`config.mk`:
```
export PLATFORM = sky130hd
export DESIGN_NAME = axi_lite_rd_ctrl
export DESIGN_NICKNAME = d
export VERILOG_FILES = /design/src/rtl/axi_lite_rd_ctrl.sv
export SDC_FILE = /design/constraint.sdc
export NUM_CORES = 1
export LEC_CHECK = 0
export BUFFER_PORTS_ARGS = -buffer_cell sky130_fd_sc_hd__buf_2
export CAP_MARGIN = 10
export CORE_AREA = 2 2 92 94
export DETAILED_ROUTE_END_ITERATION = 6
export DIE_AREA = 0 0 94 96
export MAX_ROUTING_LAYER = met4
export SLEW_MARGIN = 20
export SYNTH_ARGS = -nofsm -noshare
export SYNTH_HDL_FRONTEND = slang
export SYNTH_SLANG_ARGS = --single-unit
```
`constraint.sdc`:
```
create_clock -name CLK -period 3 [get_ports CLK]
set_input_delay 0.3 -clock CLK [delete_from_list [all_inputs] [get_ports CLK]]
set_output_delay 0.3 -clock CLK [all_outputs]
set_load 0.01 [all_outputs]
```
`src/rtl/axi_lite_rd_ctrl.sv`:
```
// AXI4-Lite read controller: queues AR requests, runs one memory read at a time and returns RDATA/RRESP in order.
// Latency: OKAY RVALID 3+RD_LATENCY cycles after AR handshake, SLVERR 2; ARREADY falls when the queue fills, R holds until RREADY.

module axi_lite_rd_ctrl_fifo #(
  parameter int WIDTH = 8,
  parameter int DEPTH = 2
) (
  input  logic             clk,
  input  logic             rst,
  input  logic             push_vld,
  input  logic [WIDTH-1:0] push_dat,
  input  logic             pop_rdy,
  output logic [WIDTH-1:0] pop_dat,
  output logic             empty,
  output logic             full_next
);
  localparam int PTR_W = (DEPTH > 1) ? $clog2(DEPTH) : 1;
  localparam int CNT_W = $clog2(DEPTH + 1);
  localparam logic [PTR_W-1:0] LAST_PTR = PTR_W'(DEPTH - 1);
  localparam logic [CNT_W-1:0] FULL_CNT = CNT_W'(DEPTH);

  logic [WIDTH-1:0] mem [DEPTH];
  logic [PTR_W-1:0] wr_ptr;
  logic [PTR_W-1:0] rd_ptr;
  logic [CNT_W-1:0] cnt;
  logic [CNT_W-1:0] cnt_next;

  assign pop_dat   = mem[rd_ptr];
  assign empty     = (cnt == '0);
  assign full_next = (cnt_next == FULL_CNT);

  always_comb begin
    cnt_next = cnt;
    if (push_vld && !pop_rdy)
      cnt_next = cnt + 1'b1;
    else if (!push_vld && pop_rdy)
      cnt_next = cnt - 1'b1;
  end

  always_ff @(posedge clk) begin
    if (push_vld)
      mem[wr_ptr] <= push_dat;
  end

  always_ff @(posedge clk) begin
    if (rst) begin
      wr_ptr <= '0;
      rd_ptr <= '0;
      cnt    <= '0;
    end else begin
      cnt <= cnt_next;
      if (push_vld)
        wr_ptr <= (wr_ptr == LAST_PTR) ? '0 : wr_ptr + 1'b1;
      if (pop_rdy)
        rd_ptr <= (rd_ptr == LAST_PTR) ? '0 : rd_ptr + 1'b1;
    end
  end
endmodule

module axi_lite_rd_ctrl #(
  parameter int DATA_WIDTH    = 32,
  parameter int ADDR_WIDTH    = 6,
  parameter int MEM_DEPTH     = 16,
  parameter int RD_LATENCY    = 1,
  parameter int AR_FIFO_DEPTH = 2,
  localparam int BYTE_BITS    = $clog2(DATA_WIDTH / 8),
  localparam int WORD_AW      = ADDR_WIDTH - BYTE_BITS
) (
  input  logic                  CLK,
  input  logic                  RST,
  input  logic                  ARVALID,
  output logic                  ARREADY,
  input  logic [ADDR_WIDTH-1:0] ARADDR,
  output logic                  RVALID,
  output logic [DATA_WIDTH-1:0] RDATA,
  output logic [1:0]            RRESP,
  input  logic                  RREADY,
  output logic                  MEM_RD_EN,
  output logic [WORD_AW-1:0]    MEM_RD_ADDR,
  input  logic [DATA_WIDTH-1:0] MEM_RD_DATA
);
  localparam logic [1:0]  RESP_OKAY   = 2'b00;
  localparam logic [1:0]  RESP_SLVERR = 2'b10;
  localparam logic [1:0]  LAT_LOAD    = 2'(RD_LATENCY - 1);
  localparam logic [31:0] MEM_DEPTH_U = MEM_DEPTH;

  typedef enum logic [1:0] {IDLE, READ, WAIT, RESP} state_t;

  state_t               state;
  logic [1:0]           lat_cnt;
  logic                 ar_push;
  logic [WORD_AW-1:0]   ar_idx;
  logic                 ar_err;
  logic                 hd_pop;
  logic [WORD_AW:0]     head_dat;
  logic                 fifo_empty;
  logic                 fifo_full_next;

  assign ar_push = ARVALID && ARREADY;
  assign ar_idx  = ARADDR[ADDR_WIDTH-1:BYTE_BITS];
  assign ar_err  = (ARADDR[BYTE_BITS-1:0] != '0) || (32'(ar_idx) >= MEM_DEPTH_U);
  assign hd_pop  = (state == IDLE) && !fifo_empty;

  // Each entry carries the word index plus its precomputed error flag.
  axi_lite_rd_ctrl_fifo #(
    .WIDTH (WORD_AW + 1),
    .DEPTH (AR_FIFO_DEPTH)
  ) u_ar_fifo (
    .clk       (CLK),
    .rst       (RST),
    .push_vld  (ar_push),
    .push_dat  ({ar_err, ar_idx}),
    .pop_rdy   (hd_pop),
    .pop_dat   (head_dat),
    .empty     (fifo_empty),
    .full_next (fifo_full_next)
  );

  always_ff @(posedge CLK) begin
    if (RST) begin
      state       <= IDLE;
      ARREADY     <= 1'b0;
      RVALID      <= 1'b0;
      RDATA       <= '0;
      RRESP       <= RESP_OKAY;
      MEM_RD_EN   <= 1'b0;
      MEM_RD_ADDR <= '0;
      lat_cnt     <= '0;
    end else begin
      ARREADY   <= !fifo_full_next;
      MEM_RD_EN <= 1'b0;
      case (state)
        IDLE: begin
          if (!fifo_empty) begin
            if (head_dat[WORD_AW]) begin
              RVALID <= 1'b1;
              RRESP  <= RESP_SLVERR;
              RDATA  <= '0;
              state  <= RESP;
            end else begin
              MEM_RD_EN   <= 1'b1;
              MEM_RD_ADDR <= head_dat[WORD_AW-1:0];
              state       <= READ;
            end
          end
        end
        READ: begin
          lat_cnt <= LAT_LOAD;
          state   <= WAIT;
        end
        WAIT: begin
          // Counter hits zero in the cycle the memory data is valid.
          if (lat_cnt == 2'd0) begin
            RDATA  <= MEM_RD_DATA;
            RRESP  <= RESP_OKAY;
            RVALID <= 1'b1;
            state  <= RESP;
          end else begin
            lat_cnt <= lat_cnt - 2'd1;
          end
        end
        RESP: begin
          if (RREADY) begin
            RVALID <= 1'b0;
            state  <= IDLE;
          end
        end
        default: state <= IDLE;
      endcase
    end
  end
endmodule

```
==> impl_metrics.csv <==
group,metric,value,unit
critical_path,critPathSlowestCell,"a221o_2",
sta,fmax,0.483,GHz
cts,tritoncts,"yes",
sta,final.min_clock_period,2070,ps
yosys,ys_ff_latch,59,
routing,wire_per_inst,11.9,um
critical_path,max_stage_delay,650,ps
routing,drt-initial-drc-count,39,
place,hpwlAfterDp,3300,um
routing,dr.pass1.iters,4,
grt,grtUsageTotal,11.3,%
yosys,avgSynthCellArea,10.7,um^2
place,gp_congestion,0.750,
sta,setup_tns,0,ps
yosys,syn-instance-count,220,
floorplan,coreArea,8050,um^2
critical_path,worstPathRequired,3190,ps
yosys,synth_nets,269,
cts,cts_resized,0,
cts,cts_buffer_depth,2,
pwr,peakVddDrop,0.344,mV
pwr,leakage,1.28,nW
floorplan,ios,83,
sta,setup-violations-final,0,
grt,antenna_found_initial,0,
sta,fin_skew,6.25,ps
yosys,async_flop_share,0,%
routing,drc,0,
routing,wl,4870,um
cells_and_area,fin_nets,347,
routing,ant_nets,0,
critical_path,cp.arrival,2260,ps
cts,postCtsSetupBuffers,0,
yosys,synth_ff_type,"dfxtp_1",
cells_and_area,drive_gt1_share,37.6,%
sta,slew_headroom,39.8,%
run,cap_violations,0,
floorplan,start_util,29.3,%
yosys,synthTopCellsByArea,"dfxtp_1, edfxtp_1, nor2_1, a22oi_1, a22oi_2",
status,status,"complete, no violations",
yosys,synth_top_area_cell,"dfxtp_1",
yosys,yosysWarnings,0,
floorplan,fp.dieW,94,um
sta,timing.final.crit_share,69.1,%
pwr,power,2.53,mW
floorplan,rows,33,
grt,grt_pass1_vias,1592,
sta,rsz0062_at_grt,"no",
cts,root_buffer,"clkbuf_8",
grt,grt.overflow.total,0,
critical_path,criticalPathCategory,"register to register",
routing,vias_per_cell,4.48,
cells_and_area,antenna_cells,0,
critical_path,critPathMaxFanout,33,
yosys,ys_seq_area_share,54.3,%
yosys,synthTopCellsByCount,"dfxtp_1, nor2_1, a22oi_1",
place,port_buffers,81,
sta,hold_viol_final,0,
yosys,synth_edf_count,10,
routing,via_count,1829,
cts,cts_sinks,59,
yosys,synth_cell_types,37,
yosys,synth_top_area_share,41.6,%
sta,maxSlewViolCount,0,
cts,cts.htree.levels,3,
grt,grt_pass1_wl,7350,um
critical_path,crit_path_cell_trace,"inv_1 -> ha_1 -> nand2b_1 -> a221o_2 -> a22oi_1 -> nor2_1",
cts,cts_hold_buf,0,
floorplan,dieArea,9020,um^2
cells_and_area,area.growth.synth_to_final,26.0,%
min_path,hold_path.class,"input pin to register",
cts,cts_made_buffers,9,
cts,worstSkewPairLatency,330,ps
sta,holdWs,154,ps
sta,worst_pin_slew,903,ps
floorplan,die_height,96,um
pwr,p_per_area,852,nW/um^2
critical_path,critPathLaunchType,"register",
cts,clk_pin_slew_worst_paths,60,ps
yosys,synthesis.area,2360,um^2
grt,grt_max_degree,50,
critical_path,end_kind,"register",
-- flip-flops by register name, indices dropped and copies added (netlist names), named ones only --
register / flops
RDATA: 32
u_ar_fifo.mem: 10
MEM_RD_ADDR: 4
lat_cnt: 2
state: 2
u_ar_fifo.cnt: 2
ARREADY: 1
MEM_RD_EN: 1
RRESP: 1
RVALID: 1
u_ar_fifo.rd_ptr: 1
u_ar_fifo.wr_ptr: 1
-- kinds of logic after synthesis --
family	share of synthesized area, %
AO/OA/AOI/OAI	19.7
XOR/XNOR	1.49
adder cells (fa/ha/maj)	3.71
buffers and inverters	6.31
flip-flops	54.3
multiplexers	3.08
other	0.159
AND/OR/NAND/NOR	11.2
-- final timing paths --
path                         startpoint                            end  slack, ps  depth (start not counted)
hold / removal                ARADDR[3]  u_ar_fifo.mem[0][1]$_DFFE_PP_        150                          1
setup reg to reg  state[0]$_SDFFE_PP0P_         RDATA[29]$_SDFFE_PP0P_        930                          6
hold reg to reg   RRESP[1]$_SDFFE_PP0P_          RRESP[1]$_SDFFE_PP0P_        470                          2
setup / recovery  state[0]$_SDFFE_PP0P_         RDATA[29]$_SDFFE_PP0P_        930                          6
-- metrics by stage --
stage / area [um^2] / worst slack (ps) / utilization, % / instances
5_1_grt: 2970 / 744 / 36.9 / 408
2_1_floorplan: 2360 / 1260 / - / 220
3_3_place_gp: 2790 / 965 / 34.7 / 392
3_5_place_dp: 2790 / 921 / 34.7 / 392
4_1_cts: 2970 / 904 / 36.9 / 408
6_report: 2970 / 928 / 36.9 / 408
-- critical path: cells and delay by family (launching register included) --
family | cells | cell delay (ps)
DFF | 1 | 370
AOI/OAI and AO/OA | 2 | 930
buffers and inverters | 1 | 100
and+or+nand+nor | 2 | 220
adders and majority gates | 1 | 270
-- cells in the final DEF, fill, tap and decap left out, types with 3 or more instances in the layout --
master	count
buf_2	81
dfxtp_1	49
nor2_1	49
a22oi_1	22
clkbuf_8	11
inv_1	10
a22oi_2	10
edfxtp_1	10
ha_1	7
a211oi_1	6
a21oi_1	6
mux2i_1	5
o21ai_0	4
nand2_1	3
xnor2_1	3
-- final cells by class --
cell class | count | area, um^2
clock buffer | 12 | 155
fill | 838 | 5080
timing repair buffer | 82 | 413
inverter | 10 | 37.5
sequential | 59 | 1280
clock inverter | 4 | 25.0
tap | 105 | 131
multi-input combinational | 136 | 928
-- metal layers --
layer  vias up  GRT usage [%]  routed length (um)
met4         0           8.33                 131
met3        10           3.60                 237
li1        925              -                   -
met5         -              -                   0
met1       848           11.8                2130
met2        46           18.1                2380
-- power by group --
part,internal (mW),switching (mW)
logic,0.328,0.522
clock network,0.342,0.310
registers,0.945,0.0848
total,1.61,0.917
No activity file was read; power rests on OpenSTA's default activity.
